**config.mk**
```make
export PLATFORM = sky130hd
export DESIGN_NAME = rll_tx_frame_ctrl
export DESIGN_NICKNAME = d
export VERILOG_FILES = /design/src/rtl/rll_pkg.sv /design/src/rtl/rll_piso.sv /design/src/rtl/rll_tx_frame_ctrl.sv
export SDC_FILE = /design/constraint.sdc
export NUM_CORES = 1
export LEC_CHECK = 0
export BUFFER_PORTS_ARGS = -buffer_cell sky130_fd_sc_hd__buf_2
export CAP_MARGIN = 10
export CORE_ASPECT_RATIO = 0.6
export CORE_MARGIN = 2
export CORE_UTILIZATION = 41
export CTS_CLUSTER_DIAMETER = 200
export DETAILED_ROUTE_END_ITERATION = 10
export GPL_TIMING_DRIVEN = 0
export SYNTH_ARGS = -nofsm -noshare
export SYNTH_HDL_FRONTEND = slang
export SYNTH_HIERARCHICAL = 1
export SYNTH_SLANG_ARGS = --single-unit
```
**constraint.sdc**
```tcl
create_clock -name clk_i -period 2.02 [get_ports clk_i]
set_input_delay 0.404 -clock clk_i [delete_from_list [all_inputs] [get_ports clk_i]]
set_output_delay 0.404 -clock clk_i [all_outputs]
set_load 0.01 [all_outputs]
```
**src/rtl/rll_pkg.sv**
```systemverilog
// rll_pkg: shared types and constants for the RLL(2,7) transmit path.
//   rll_state_e      : frame sequencer states
//   RLL_PREAMBLE_DEF : default sync pattern (sent MSB first)
//   RLL_TAIL_MIN     : minimum number of zero flush bits
//   RLL_MAX_GROUP    : longest RLL(2,7) input group, in bits
// The encoder imports RLL_TAIL_MIN and RLL_MAX_GROUP as well.
package rll_pkg;

  typedef enum logic [2:0] {
    IDLE = 3'd0,
    PRE  = 3'd1,
    LOAD = 3'd2,
    DATA = 3'd3,
    TAIL = 3'd4,
    DONE = 3'd5
  } rll_state_e;

  localparam logic [7:0] RLL_PREAMBLE_DEF = 8'hA5;
  localparam int         RLL_TAIL_MIN     = 4;
  localparam int         RLL_MAX_GROUP    = 4;

endpackage

```
**src/rtl/rll_piso.sv**
```systemverilog
// rll_piso: 8-bit parallel-load, MSB-first shift register with a valid/ready
// serial output. It carries the preamble, the payload bytes and the zero tail.
//   clk_i, rst_i : clock, synchronous active-high reset
//   i_load       : load i_data/i_cnt; takes priority over a shift in the same cycle
//   i_data       : left-aligned bits to send (bit 7 goes out first)
//   i_cnt        : number of bits to send minus one
//   i_ready      : sink accepts o_bit this cycle
//   o_bit        : current serial bit (held while o_valid && !i_ready)
//   o_valid      : o_bit is valid
//   o_last       : the bit currently presented is the last one of the load
module rll_piso (
  input  logic       clk_i,
  input  logic       rst_i,
  input  logic       i_load,
  input  logic [7:0] i_data,
  input  logic [2:0] i_cnt,
  input  logic       i_ready,
  output logic       o_bit,
  output logic       o_valid,
  output logic       o_last
);

  logic [7:0] r_sh;
  logic [2:0] r_cnt;
  logic       r_vld;

  always_ff @(posedge clk_i) begin
    if (rst_i) begin
      r_sh  <= '0;
      r_cnt <= '0;
      r_vld <= 1'b0;
    end else if (i_load) begin
      r_sh  <= i_data;
      r_cnt <= i_cnt;
      r_vld <= 1'b1;
    end else if (r_vld && i_ready) begin
      // Always shift in zeros so the line idles low once the load is drained.
      r_sh <= {r_sh[6:0], 1'b0};
      if (r_cnt == 3'd0) r_vld <= 1'b0;
      else               r_cnt <= r_cnt - 3'd1;
    end
  end

  assign o_bit   = r_sh[7];
  assign o_valid = r_vld;
  assign o_last  = (r_cnt == 3'd0);

endmodule

```
**src/rtl/rll_tx_frame_ctrl.sv**
```systemverilog
// rll_tx_frame_ctrl: frame sequencer feeding the RLL(2,7) encoder.
// On start it streams preamble, len payload bytes and a zero flush tail as a
// bit-serial valid/ready stream.
//   clk_i, rst_i          : clock, synchronous active-high reset
//   start_i, len_i        : begin frame with len_i payload bytes (IDLE only)
//   byte_i, byte_valid_i  : upstream payload byte source
//   byte_ready_o          : byte accepted this cycle (LOAD state)
//   enc_bit_o/_valid_o    : serial bit stream to the encoder
//   enc_bit_ready_i       : encoder consumes the bit this cycle
//   enc_flush_o           : tail bits are being presented
//   busy_o, done_o        : frame in progress / one-cycle end-of-frame pulse
// PRE_BITS must be 1..8 and TAIL_BITS RLL_TAIL_MIN..8 (3-bit bit counter).
module rll_tx_frame_ctrl
  import rll_pkg::*;
#(
  parameter int         LEN_W     = 8,
  parameter logic [7:0] PREAMBLE  = RLL_PREAMBLE_DEF,
  parameter int         PRE_BITS  = 8,
  parameter int         TAIL_BITS = RLL_TAIL_MIN
) (
  input  logic             clk_i,
  input  logic             rst_i,
  input  logic             start_i,
  input  logic [LEN_W-1:0] len_i,
  input  logic [7:0]       byte_i,
  input  logic             byte_valid_i,
  output logic             byte_ready_o,
  output logic             enc_bit_o,
  output logic             enc_bit_valid_o,
  input  logic             enc_bit_ready_i,
  output logic             enc_flush_o,
  output logic             busy_o,
  output logic             done_o
);

  // Preamble is left-aligned so its MSB leaves the shifter first.
  localparam logic [7:0] PRE_ALIGNED = PREAMBLE << (8 - PRE_BITS);
  localparam logic [2:0] PRE_CNT     = 3'(PRE_BITS - 1);
  localparam logic [2:0] TAIL_CNT    = 3'(TAIL_BITS - 1);

  rll_state_e       r_state, w_state_nxt;
  logic [LEN_W-1:0] r_rem_cnt;
  logic             r_byte_ready, r_flush, r_busy, r_done;

  logic       w_load;
  logic [7:0] w_load_data;
  logic [2:0] w_load_cnt;
  logic       w_piso_bit, w_piso_valid, w_piso_last;
  logic       w_xfer_last;

  assign w_xfer_last = w_piso_valid && enc_bit_ready_i && w_piso_last;

  // Each field's first bit is loaded on the same edge as the previous field's
  // last transfer, so valid stays high across PRE->TAIL and DATA->TAIL.
  always_comb begin
    w_state_nxt = r_state;
    w_load      = 1'b0;
    w_load_data = '0;
    w_load_cnt  = '0;
    case (r_state)
      IDLE: if (start_i) begin
        w_state_nxt = PRE;
        w_load      = 1'b1;
        w_load_data = PRE_ALIGNED;
        w_load_cnt  = PRE_CNT;
      end
      PRE: if (w_xfer_last) begin
        if (r_rem_cnt == '0) begin
          w_state_nxt = TAIL;
          w_load      = 1'b1;
          w_load_cnt  = TAIL_CNT;
        end else begin
          w_state_nxt = LOAD;
        end
      end
      LOAD: if (r_byte_ready && byte_valid_i) begin
        w_state_nxt = DATA;
        w_load      = 1'b1;
        w_load_data = byte_i;
        w_load_cnt  = 3'd7;
      end
      DATA: if (w_xfer_last) begin
        // rem_cnt reaches 0 on this transfer when it is currently 1.
        if (r_rem_cnt == LEN_W'(1)) begin
          w_state_nxt = TAIL;
          w_load      = 1'b1;
          w_load_cnt  = TAIL_CNT;
        end else begin
          w_state_nxt = LOAD;
        end
      end
      TAIL: if (w_xfer_last) w_state_nxt = DONE;
      DONE: w_state_nxt = IDLE;
      default: w_state_nxt = IDLE;
    endcase
  end

  // Status outputs are registered decodes of the next state so they line up
  // with the state register.
  always_ff @(posedge clk_i) begin
    if (rst_i) begin
      r_state      <= IDLE;
      r_rem_cnt    <= '0;
      r_byte_ready <= 1'b0;
      r_flush      <= 1'b0;
      r_busy       <= 1'b0;
      r_done       <= 1'b0;
    end else begin
      r_state      <= w_state_nxt;
      r_byte_ready <= (w_state_nxt == LOAD);
      r_flush      <= (w_state_nxt == TAIL);
      r_busy       <= (w_state_nxt != IDLE);
      r_done       <= (w_state_nxt == DONE);
      if (r_state == IDLE && start_i)
        r_rem_cnt <= len_i;
      else if (r_state == DATA && w_xfer_last && r_rem_cnt != '0)
        r_rem_cnt <= r_rem_cnt - LEN_W'(1);
    end
  end

  rll_piso u_piso (
    .clk_i   (clk_i),
    .rst_i   (rst_i),
    .i_load  (w_load),
    .i_data  (w_load_data),
    .i_cnt   (w_load_cnt),
    .i_ready (enc_bit_ready_i),
    .o_bit   (w_piso_bit),
    .o_valid (w_piso_valid),
    .o_last  (w_piso_last)
  );

  assign enc_bit_o       = w_piso_bit;
  assign enc_bit_valid_o = w_piso_valid;
  assign enc_flush_o     = r_flush;
  assign byte_ready_o    = r_byte_ready;
  assign busy_o          = r_busy;
  assign done_o          = r_done;

endmodule

```
# Word level (Yosys, flattened, before mapping)
# Index checks and enable logic that the tools add are counted.
# word_totals
register_bits,27
latchBits,0
mem_bits_rw,0
rom_bits,0
input_bits,21
out_inout_bits,6
word_cells,71
memories,0
# classes
addsub,2
mul,0
n_div,0
order_cmp,0
eq_ne,9
shift,0
n_mux,35
bitwise_logic,0
reduce_logical,16
# op_table
op,count
$mux 8,6
$mux 3,12
$pmux 8 s2,1
$pmux 3 s5,1
$pmux 3 s4,1
$eq 3x2->1 const B,3
$eq 3x3->1 const B,3
$mux 1,9
$eq 8x1->1 const B,1
$logic_not 8->1,1
$mux 2,4
$reduce_bool 8->1,1
$sub 8x1->8 const B,1
$logic_and 1x1->1,6
$logic_not 3->1,2
$reduce_bool 2->1,3
$pmux 1 s4,1
$reduce_and 2->1,2
$eq 3x1->1 const B,1
$reduce_bool 3->1,1
$sub 3x1->3 const B,1
$ne 2x1->1 const B,1

# Longest topological paths before layout
# Gate-level depths: netlist of the first run.
# depth
depth_word,6
depth_mapped,12
ltp_nobuf,10

# Cells and area by module
# The synthesis of the first run kept the hierarchy.
# modules_own_cells
module,instances,cells_each,area_per_inst_um2,seq_area_each_um2
rll_tx_frame_ctrl,1,113,909.6,300.3
rll_piso,1,74,665.6,240.2

# Worst setup path after synthesis of the first run
# OpenSTA, ideal clock, no wires.
# synth_timing
path_type,reg-to-reg
startpoint,reg r_rem_cnt[2]
endpoint,reg u_piso.r_cnt[1]
t_arrival_ns,1.894
t_required_ns,1.899
slack_ns,0.006
stages_incl_launch_ff,8
cell_sequence,dfxtp_1 > or4b_2 > nor4_1 > or2_2 > buf_6 > or2_0 > a21oi_1 > mux2_2
# synth_between
elab_chain_cells,6
elab_cells_between_ends,16
# synth_lines
element,line_no,source
from (decl),rll_tx_frame_ctrl.sv:42,logic [LEN_W-1:0] r_rem_cnt;
from (signal assigned),rll_tx_frame_ctrl.sv:115,r_rem_cnt <= len_i;
from (signal assigned),rll_tx_frame_ctrl.sv:117,r_rem_cnt <= r_rem_cnt - LEN_W'(1);
$eq 8x1->1 / $logic_not 8->1 (equally long branches),"rll_tx_frame_ctrl.sv:84, rll_tx_frame_ctrl.sv:68",
$mux 1 (on tied branches),"rll_tx_frame_ctrl.sv:84, rll_tx_frame_ctrl.sv:68",
$mux 1 (on tied branches),"rll_tx_frame_ctrl.sv:82, rll_tx_frame_ctrl.sv:67",
$pmux 1 s4 (*),rll_tx_frame_ctrl.sv:60,case (r_state)
net w_load,rll_tx_frame_ctrl.sv:45,logic w_load;
$ne 2x1->1 (no source line) / $reduce_bool 2->1 (equally long branches),-,
$reduce_and 2->1 (no source line),-,
to (signal assigned),rll_piso.sv:34,r_cnt <= i_cnt;
to (signal assigned),rll_piso.sv:40,else r_cnt <= r_cnt - 3'd1;
to (decl),rll_piso.sv:24,logic [2:0] r_cnt;
# Mark *: on every way through the listed nets, which the timed path passes. The rest lies on a longest branch.
# A chain may end at the register's enable or synchronous reset.

# Worst setup path after layout of the first run
# layout_timing
startpoint,reg r_rem_cnt[7]
endpoint,reg u_piso.r_cnt[1]
# Same word-level chain as after synthesis.

==> results of run 1 <==
[metal layers]
metal,routed length (um),global-route usage [%],vias up
met1,2230,30.4,739
met4,7,3.49,0
met3,228,4.60,2
met5,0,0,-
li1,-,-,773
met2,1690,28.4,43
[registers in the layout, summed over array words and instances, names as in the netlist]
name / count
r_rem_cnt: 8
u_piso/r_sh: 8
r_state: 3
u_piso/r_cnt: 3
busy_o: 1
byte_ready_o: 1
done_o: 1
enc_flush_o: 1
u_piso/o_valid: 1
[kinds of logic (layout without fill, tap and decap cells)]
logic type | Yosys count | in the layout | synth area share (%)
adder cells (fa/ha/maj) | 5 | 5 | 3.97
multiplexers | 2 | 2 | 1.35
flip-flops | 27 | 27 | 34.3
buffers and inverters | 20 | 57 | 7.15
AO/OA/AOI/OAI | 39 | 39 | 19.0
AND/OR/NAND/NOR | 94 | 94 | 34.2
[power groups by stage]
| stage | clock, uW | sequential (uW) | combinational [uW] |
|---|---|---|---|
| 2_1_floorplan | 0 | 622 | 225 |
| 3_3_place_gp | 0 | 628 | 302 |
| 3_5_place_dp | 0 | 628 | 312 |
| 4_1_cts | 324 | 619 | 368 |
| 5_1_grt | 348 | 627 | 420 |
| 6_report | 314 | 621 | 382 |
[cells in the mapped netlist (all sizes together) (2+ instances only)]
cell type  number
or3             3
and3            8
nor3b           3
buf             8
nor2           16
nor4b           2
inv             8
a311oi          9
or4             5
and2            4
a21oi           6
ha              5
a2111oi         2
a31oi           2
nor4            5
o31ai           2
nor2b           7
nor3           11
nand3b          4
dfxtp          27
or2             3
a311o           2
a211oi         10
nand3           2
o21ai           4
or4b            2
clkbuf          4
nand2          15
nand2b          3
[worst max path at each step]
stage	from	to	slack, ps	cells past startpoint
2_1_floorplan	r_rem_cnt[2]$_SDFFE_PP0P_	u_piso/r_cnt[1]$_SDFFE_PP0P_	6	7
3_3_place_gp	r_rem_cnt[2]$_SDFFE_PP0P_	u_piso/r_cnt[1]$_SDFFE_PP0P_	-190	7
3_5_place_dp	r_rem_cnt[2]$_SDFFE_PP0P_	u_piso/r_sh[1]$_SDFFE_PP0P_	-280	7
4_1_cts	r_rem_cnt[7]$_SDFFE_PP0P_	u_piso/r_cnt[1]$_SDFFE_PP0P_	2	7
5_1_grt	r_rem_cnt[1]$_SDFFE_PP0P_	u_piso/r_cnt[1]$_SDFFE_PP0P_	-60	10
6_report	r_rem_cnt[7]$_SDFFE_PP0P_	u_piso/r_cnt[1]$_SDFFE_PP0P_	-20	7
[area by class of cell]
cell class                 instances  area, um2  area share, %
timing repair buffer              33        183           9.26
sequential                        27        557           28.2
tap                               47       58.8           2.98
buffer                            12        103           5.20
multi-input combinational        140        993           50.3
clock inverter                     1       5.00          0.254
inverter                           8       32.5           1.65
clock buffer                       3       41.3           2.09
[repair_timing]
action	CTS	global route
gates cloned	0	0
endpoints found under the setup margin	23	16
pin swaps	7	3
buffers inserted	6	1
endpoints found under the hold margin	0	0
gates resized for setup	24	10
[stage by stage]
stage	TNS (ps)	instances	setup WS, ps
detailed placement	-3950	260	-285
finish	-16.6	271	-16.6
global placement	-2640	260	-186
floorplan	0	187	5.64
CTS	0	270	2.45
global route	-91.2	271	-62.4
==> results_dict.tcl, run 1 <==
set metrics [dict create \
    p_comb_share_pct 29.0 \
    path_delay_family "simple AND/OR/NAND/NOR gates" \
    holdWs_ps 373 \
    end_kind "flip-flop" \
    post-synth-top-area-cell "dfxtp_1" \
    netlist_instances 187 \
    period_needed_ps 2040 \
    crit_buf_inv 1 \
    power_uw 1320 \
    setup_viol 1 \
    cts_hold_buf 0 \
    crit_type "reg2reg" \
    io_buffers 26 \
    vias_per_cell 5.75 \
    tightest_slew_ps 861 \
    whs_path_depth 2 \
    clk_pin_slew_ps 90 \
    nets 251 \
    pwr-share-seq_pct 47.2 \
    rows 17 \
    numCtsBuffers 3 \
    p_int_uw 898 \
    slowest_stage "or4b_4" \
    num_antenna_cells 0 \
    critPathMaxStageDelay_ps 550 \
    rsz0062_at_grt "true" \
    p_clk_share_pct 23.8 \
    hp-start "rst_i" \
    num_vias 1557 \
    crit_chain "or4b_4 > nor4_4 > or2_4 > buf_6 > or2_0 > a21oi_1 > mux2_2" \
    clk_path_buf_depth 2 \
    cap_viol_max_count 0 \
    yosys_register_bits 27 \
    placed_cell_area_um2 1760 \
    syn2layout_area_growth_pct 25.3 \
    syn_nets 213 \
    hold_class "in2reg" \
    dr.pass1.iters 4 \
    wl_um 4160 \
    rr_startpoint "r_rem_cnt[7]$_SDFFE_PP0P_" \
    clock_sinks 27 \
    slew_violations 0 \
    drive_above_1_share_pct 32.6 \
    grt.overflow.total 0 \
    ir_drop_v 0.000342 \
    synth_area_per_cell_um2 8.42 \
    ys_warn_count 6 \
    grt_pass1_wl_um 6890 \
    synthDominantCellAreaShare_pct 34.3 \
    finClkSkew_ps 2.99 \
    start_util_pct 42.8 \
    die_h_um 52.0 \
    die_x_um 84.0 \
    power.share.switching_pct 31.8 \
    fin_area_um2 1970 \
    ios 27 \
    violations "setup timing" \
    worstPathArrival_ps 2210 \
    synth_edf_count 0 \
    detail_route.iter0.violations 111 \
    status "finished with violations" \
    synth_ff_type "dfxtp_1" \
    n_fill_cell 353 \
    timing_hold_violations_final 0 \
    power_density_nw_per_um2 667 \
    drc 0 \
    worst_slack_ps -16.6 \
    grt_antenna_before_repair 0 \
    die_area_um2 4370 \
    antenna_left 0 \
    grt_max_degree 16 \
    layout_commonest_cell "buf_2" \
    synth.distinct_cells 43 \
    finalCritPeriodShare_pct 101 \
    htree_num_levels 1 \
    core_um2 3680 \
    max_freq_mhz 491 \
    routedWlPerCell_um 15.3 \
    min_to "u_piso/r_cnt[0]$_SDFFE_PP0P_" \
    grt_usage_pct 19.9 \
    syn-cell-area_um2 1580 \
    root_buffer "clkbuf_8" \
    p_leak_uw 0.000783 \
    ys_seq_area_share_pct 34.3 \
    clock_latency_ps 280 \
    crit_required_ps 2190 \
    cts_tree "done" \
    grt_pass1_vias 1416 \
    power_switching_uw 418 \
    reg2reg_depth 7 \
    worst-path-max-fanout 8 \
    utilization_pct 53.6 \
    start_kind "flip-flop" \
    rr_endpoint "u_piso/r_cnt[1]$_SDFFE_PP0P_" \
    gp_congestion 0.840 \
    mostFrequentLayoutCells "buf_2 (27), dfxtp_1 (20), nor2_1 (16)" \
    synthArstFlopShare_pct 0 \
    slew_headroom_pct 41.8 \
    dp_hpwl_um 3000 \
    ys_top_cells_by_area "dfxtp_1 (34%), a311oi_1 (5.0%), a211oi_1 (4.8%), ha_1 (4.0%), nor2_1 (3.8%)" \
    r2r_slack_ps -20 \
]
Note: power is estimated with default switching activity, not from simulation.
==> inputs of run 2 (changes only) <==
--- a/config.mk
+++ b/config.mk
@@ -7,13 +7,18 @@
 export LEC_CHECK = 0
 export BUFFER_PORTS_ARGS = -buffer_cell sky130_fd_sc_hd__buf_2
 export CAP_MARGIN = 10
+export CELL_PAD_IN_SITES_DETAIL_PLACEMENT = 0
+export CELL_PAD_IN_SITES_GLOBAL_PLACEMENT = 2
 export CORE_ASPECT_RATIO = 0.6
 export CORE_MARGIN = 2
-export CORE_UTILIZATION = 41
+export CORE_UTILIZATION = 29
 export CTS_CLUSTER_DIAMETER = 200
 export DETAILED_ROUTE_END_ITERATION = 10
 export GPL_TIMING_DRIVEN = 0
+export PLACE_DENSITY_LB_ADDON = 0.1
+export SKIP_CTS_REPAIR_TIMING = 1
 export SYNTH_ARGS = -nofsm -noshare
 export SYNTH_HDL_FRONTEND = slang
 export SYNTH_HIERARCHICAL = 1
 export SYNTH_SLANG_ARGS = --single-unit
+export TNS_END_PERCENT = 1
==> run 2 against run 1 <==
  * The run still ends with setup timing left
  * Maximum frequency is 0.82% lower
  * Utilization fell by 15 points
  * Sequential power is 0.6% higher
  * Clock skew grew 5.2 ps
  * Die area is 39% higher
  * Register-to-register slack got worse by 20 ps
  * Global-route usage fell by 4.5 points
  * Count of clock-buffer cells in the layout unchanged
==> results_dict.tcl, run 2 (synthesis gave the netlist of run 1 again) <==
set metrics [dict create \
    status "finished with violations" \
    violations "setup timing" \
    rr_startpoint "r_rem_cnt[2]$_SDFFE_PP0P_" \
    clock_sinks 27 \
    drc 0 \
    fin_area_um2 2010 \
    rr_endpoint "u_piso/r_cnt[1]$_SDFFE_PP0P_" \
    hp-start "len_i[1]" \
    die_x_um 99.2 \
    r2r_slack_ps -30 \
    hold_class "in2reg" \
    power_density_nw_per_um2 667 \
    routedWlPerCell_um 15.6 \
    vias_per_cell 5.12 \
    dr.pass1.iters 4 \
    n_fill_cell 546 \
    clk_path_buf_depth 2 \
    slew_violations 0 \
    syn2layout_area_growth_pct 27.9 \
    rows 20 \
    dp_hpwl_um 3330 \
    tightest_slew_ps 849 \
    max_freq_mhz 487 \
    worstPathArrival_ps 2230 \
    end_kind "flip-flop" \
    p_leak_uw 0.000781 \
    finalCritPeriodShare_pct 102 \
    top_regs "r_rem_cnt: 8 flops, u_piso/r_sh: 8 flops" \
    numCtsBuffers 3 \
    core_um2 5150 \
    whs_path_depth 3 \
    gp_congestion 0.761 \
    die_h_um 61.1 \
    ios 27 \
    grt_max_degree 17 \
    antenna_left 0 \
    placed_cell_area_um2 1790 \
    crit_required_ps 2190 \
    drive_above_1_share_pct 32.9 \
    power_uw 1340 \
    detail_route.iter0.violations 87 \
    min_to "r_rem_cnt[1]$_SDFFE_PP0P_" \
    cts_tree "done" \
    multi_input_area_um2 1000 \
    setup_viol 2 \
    worst-path-max-fanout 8 \
    rsz0062_at_grt "true" \
    start_kind "flip-flop" \
    finClkSkew_ps 8.22 \
    clk_pin_slew_ps 110 \
    grt_pass1_wl_um 7240 \
    grt.overflow.total 0 \
    num_antenna_cells 0 \
    grt_usage_pct 15.5 \
    period_needed_ps 2050 \
    crit_type "reg2reg" \
    grt_pass1_vias 1389 \
    slew_headroom_pct 43.0 \
    die_area_um2 6060 \
    grt_antenna_before_repair 0 \
    ir_drop_v 0.000319 \
    wl_um 4530 \
    clock_latency_ps 280 \
    reg2reg_depth 7 \
    num_vias 1489 \
    seqCellArea_um2 557 \
    mostFrequentLayoutCells "buf_2 (27), dfxtp_1 (20), nor2_1 (16)" \
    timing_hold_violations_final 0 \
    nets 252 \
    fin_tns_setup_ps -43.3 \
    htree_num_levels 1 \
    layout_commonest_cell "buf_2" \
    worst_slack_ps -33.5 \
    cap_viol_max_count 0 \
    holdWs_ps 360 \
    io_buffers 26 \
    start_util_pct 30.6 \
    root_buffer "clkbuf_8" \
    pre_cts_slack_ps -243 \
]
[run 2: how the worst max path moves through the flow]
stage          cells after the start  slack [ps]                      endpoint                         start
3_5_place_dp                       8        -240     r_rem_cnt[5]$_SDFFE_PP0P_  u_piso/r_cnt[0]$_SDFFE_PP0P_
4_1_cts                            8        -270     r_rem_cnt[5]$_SDFFE_PP0P_  u_piso/r_cnt[0]$_SDFFE_PP0P_
2_1_floorplan                      7           6  u_piso/r_cnt[1]$_SDFFE_PP0P_     r_rem_cnt[2]$_SDFFE_PP0P_
3_3_place_gp                       8        -250     r_rem_cnt[5]$_SDFFE_PP0P_  u_piso/r_cnt[0]$_SDFFE_PP0P_
6_report                           7         -30  u_piso/r_cnt[1]$_SDFFE_PP0P_     r_rem_cnt[2]$_SDFFE_PP0P_
5_1_grt                            7         -90  u_piso/r_cnt[1]$_SDFFE_PP0P_     r_rem_cnt[7]$_SDFFE_PP0P_
[run 2: worst max-delay path: stages (launching register included)]
cell and delay [ps]:
dfxtp_4 380, or4b_4 530, nor4_4 300, or2_4 190
buf_6 130, or2_0 110, a21oi_1 60, mux2_2 250
[run 2: metrics by stage]
step / utilization (%) / std cells
global placement: 34.7 / 279
global route: 39.1 / 291
CTS: 35.6 / 283
detailed placement: 34.7 / 279
finish: 39.1 / 291
floorplan: - / 187
[run 2: area by class of cell]
class / count / share of cell area [%]
Sequential cell: 27 / 27.6
Clock buffer: 3 / 2.05
Timing Repair Buffer: 34 / 10.1
Tap cell: 66 / 4.10
Multi-Input combinational cell: 140 / 49.6
Clock inverter: 1 / 0.373
Inverter: 8 / 1.61
Buffer: 12 / 4.53
[run 2: power by group]
group          internal (uW)  total (uW)  switching (uW)  leakage [uW]
Combinational            186         391             204      0.000533
Sequential               579         625            45.6      0.000226
Clock                    140         329             189     0.0000217
Total                    906        1340             438      0.000781
[run 2: layer usage]
| metal | vias to the layer above | routed length [um] | track usage (%) |
|---|---|---|---|
| li1 | 778 | - | - |
| met1 | 670 | 2670 | 25.5 |
| met2 | 39 | 1570 | 19.4 |
| met3 | 2 | 277 | 5.11 |
| met4 | 0 | 13 | 1.17 |
| met5 | - | 0 | 0 |
==> inputs of run 3 (changes only) <==
--- a/config.mk
+++ b/config.mk
@@ -11,7 +11,7 @@
 export CELL_PAD_IN_SITES_GLOBAL_PLACEMENT = 2
 export CORE_ASPECT_RATIO = 0.6
 export CORE_MARGIN = 2
-export CORE_UTILIZATION = 29
+export CORE_UTILIZATION = 28
 export CTS_CLUSTER_DIAMETER = 200
 export DETAILED_ROUTE_END_ITERATION = 10
 export GPL_TIMING_DRIVEN = 0
@@ -19,6 +19,5 @@
 export SKIP_CTS_REPAIR_TIMING = 1
 export SYNTH_ARGS = -nofsm -noshare
 export SYNTH_HDL_FRONTEND = slang
-export SYNTH_HIERARCHICAL = 1
 export SYNTH_SLANG_ARGS = --single-unit
 export TNS_END_PERCENT = 1
==> run 3 against run 2 <==
  * The run still ends with setup timing left
  * Sequential power is 2% higher
  * Critical endpoint is now r_rem_cnt[7]$_SDFFE_PP0P_
  * Via count is 16% lower
  * Synthesized cell count is 13% lower
  * Routed wire length is 21% lower
  * Count of clock-buffer cells in the layout is 1 higher
  * Sequential share of layout area is 4.4 points higher
  * Cell count is 11% lower
  * Clock power is 2% lower
  * Worst setup slack better by 14 ps
==> results_dict.tcl, run 3 <==
set metrics [dict create \
    syn-cell-area_um2 1370 \
    ys_seq_area_share_pct 39.5 \
    post-synth-top-area-cell "dfxtp_1" \
    cap_viol_max_count 0 \
    min_to "u_piso.r_sh[4]$_SDFFE_PP0P_" \
    rr_startpoint "r_rem_cnt[4]$_SDFFE_PP0P_" \
    hold_class "in2reg" \
    ys_warn_count 0 \
    mostFrequentLayoutCells "buf_2 (26), dfxtp_1 (23), nor2_1 (18)" \
    syn2layout_area_growth_pct 25.3 \
    hp-start "byte_i[4]" \
    antenna_left 0 \
    num_antenna_cells 0 \
    syn_nets 188 \
    worst_slack_ps -19.2 \
    finClkSkew_ps 7.70 \
    top_regs "r_rem_cnt: 8 flops, u_piso.r_sh: 8 flops" \
    period_needed_ps 2040 \
    wl_um 3580 \
    num_vias 1245 \
    gp_congestion 0.745 \
    r2r_slack_ps -20 \
    die_area_um2 5490 \
    clock_sinks 27 \
    synth_area_per_cell_um2 8.46 \
    worstPathArrival_ps 2210 \
    pwr-share-seq_pct 49.4 \
    rsz0062_at_grt "true" \
    grt_max_degree 15 \
    dp_cells 251 \
    grt.overflow.total 0 \
    p_leak_uw 0.000721 \
    slew_headroom_pct 59.7 \
    timing_hold_violations_final 0 \
    netlist_instances 162 \
    worst-path-max-fanout 7 \
    yosys_register_bits 27 \
    p_int_uw 877 \
    end_kind "flip-flop" \
    rr_endpoint "r_rem_cnt[7]$_SDFFE_PP0P_" \
    clock_latency_ps 280 \
    dp_hpwl_um 2650 \
    power.share.switching_pct 31.9 \
    status "finished with violations" \
    io_buffers 26 \
    critPathMaxStageDelay_ps 460 \
    start_util_pct 29.6 \
    die_h_um 58.2 \
    ir_drop_v 0.000280 \
    numCtsBuffers 3 \
    synth_ff_type "dfxtp_1" \
    detail_route.iter0.violations 83 \
    synthDominantCellAreaShare_pct 39.5 \
    nets 223 \
    cts_tree "done" \
    finalCritPeriodShare_pct 101 \
    rows 19 \
    vias_per_cell 4.81 \
    dr.pass1.iters 4 \
    htree_num_levels 1 \
    start_kind "flip-flop" \
    layout_commonest_cell "buf_2" \
    power_switching_uw 412 \
    grt_pass1_wl_um 5630 \
    slowest_stage "or4_1" \
    drive_above_1_share_pct 26.5 \
    grt_pass1_vias 1144 \
    stdcell_count 259 \
    synthArstFlopShare_pct 0 \
    grt_antenna_before_repair 0 \
    drc 0 \
    p_comb_share_pct 25.7 \
    crit_buf_inv 1 \
    path_delay_family "simple AND/OR/NAND/NOR gates" \
    crit_required_ps 2190 \
    power_uw 1290 \
    ios 27 \
    clk_pin_slew_ps 100 \
    max_freq_mhz 490 \
    crit_type "reg2reg" \
    die_x_um 94.3 \
    slew_violations 0 \
    p_clk_share_pct 24.9 \
    yosysMostFrequentCell "dfxtp_1" \
    grt_usage_pct 13.6 \
    root_buffer "clkbuf_8" \
    whs_path_depth 3 \
    clk_path_buf_depth 2 \
    routedWlPerCell_um 13.8 \
    crit_chain "or3_4 > or4_1 > buf_4 > and3_4 > a2111oi_1" \
    synth.distinct_cells 40 \
    violations "setup timing" \
    core_um2 4640 \
    reg2reg_depth 5 \
    synth_common_cells "dfxtp_1 (27), nor2_1 (19), nand2_1 (12)" \
    tightest_slew_ps 604 \
    ys_top_cells_by_area "dfxtp_1 (39%), nor2_1 (5.2%), mux2i_1 (5.1%), ha_1 (4.6%), a211oi_1 (3.8%)" \
    synth_edf_count 0 \
    setup_viol 1 \
    power_density_nw_per_um2 750 \
]
[run 3: cell count changes in the layout (fill, tap and decap cells not counted), moves of 5 or more]
cell / delta
and3_1: -7
mux2i_1: +7
nor2b_1: -6
a211oi_1: -5
a311oi_1: -5
nand3_1: +5
nor3_1: -5
[run 3: worst min-delay path, delay by kind of cell]
| family | cells | cell delay, ps |
|---|---|---|
| buffers and inverters | 1 | 80 |
| AOI/OAI and AO/OA | 1 | 50 |
| and+or+nand+nor | 1 | 30 |
[run 3: worst max-delay path by stage]
stage | start | endpoint | cells past startpoint
after CTS | u_piso.r_cnt[0]$_SDFFE_PP0P_ | r_rem_cnt[6]$_SDFFE_PP0P_ | 7
after global routing | r_state[0]$_SDFF_PP0_ | r_rem_cnt[6]$_SDFFE_PP0P_ | 6
after detailed placement | u_piso.r_cnt[0]$_SDFFE_PP0P_ | r_rem_cnt[6]$_SDFFE_PP0P_ | 7
final | r_rem_cnt[4]$_SDFFE_PP0P_ | r_rem_cnt[7]$_SDFFE_PP0P_ | 5
after global placement | u_piso.r_cnt[0]$_SDFFE_PP0P_ | r_rem_cnt[6]$_SDFFE_PP0P_ | 7
after floorplan | u_piso.r_cnt[0]$_SDFFE_PP0P_ | r_rem_cnt[6]$_SDFFE_PP0P_ | 7
[run 3: layer usage]
layer	wire, um	vias to the layer above	GRT usage (%)
li1	-	649	-
met1	1980	568	21.2
met2	1390	24	18.6
met3	174	4	3.51
met4	28	0	2.48
met5	0	-	0
[run 3: kinds of logic (layout without fill, tap and decap cells)]
| group | count (synthesis) | in the layout | synth area share (%) |
|---|---|---|---|
| AOI/OAI and AO/OA | 37 | 37 | 18.2 |
| buffers and inverters | 16 | 50 | 4.47 |
| and+or+nand+nor | 64 | 64 | 24.4 |
| muxes | 7 | 7 | 5.11 |
| DFF | 27 | 27 | 39.5 |
| xor gates and xnor gates | 6 | 6 | 3.84 |
| adders and majority gates | 5 | 5 | 4.57 |
[run 3: layout make-up]
cell class,count,area [um2]
Clock buffer,4,45.0
Multi-Input combinational cell,119,810
Tap cell,63,78.8
Sequential cell,27,551
Fill cell,505,2920
Buffer,7,31.3
Timing Repair Buffer,31,171
Inverter,8,30.0
[run 3: power groups by stage]
stage	combinational (uW)	sequential [uW]	clock (uW)
4_1_cts	316	628	332
3_3_place_gp	313	637	0
5_1_grt	377	646	349
6_report	331	636	321
2_1_floorplan	219	634	0
3_5_place_dp	314	639	0
[run 3: metrics by stage]
stage,utilization (%),setup TNS (ps),cell area (um2),hold WS (ps),setup WS [ps]
global route,37.0,-409,1720,314,-106
floorplan,-,0,1370,444,42.6
finish,37.0,-19.2,1720,313,-19.2
global placement,34.1,-2180,1580,461,-360
detailed placement,34.1,-2280,1580,480,-427
CTS,35.0,-2820,1620,310,-467
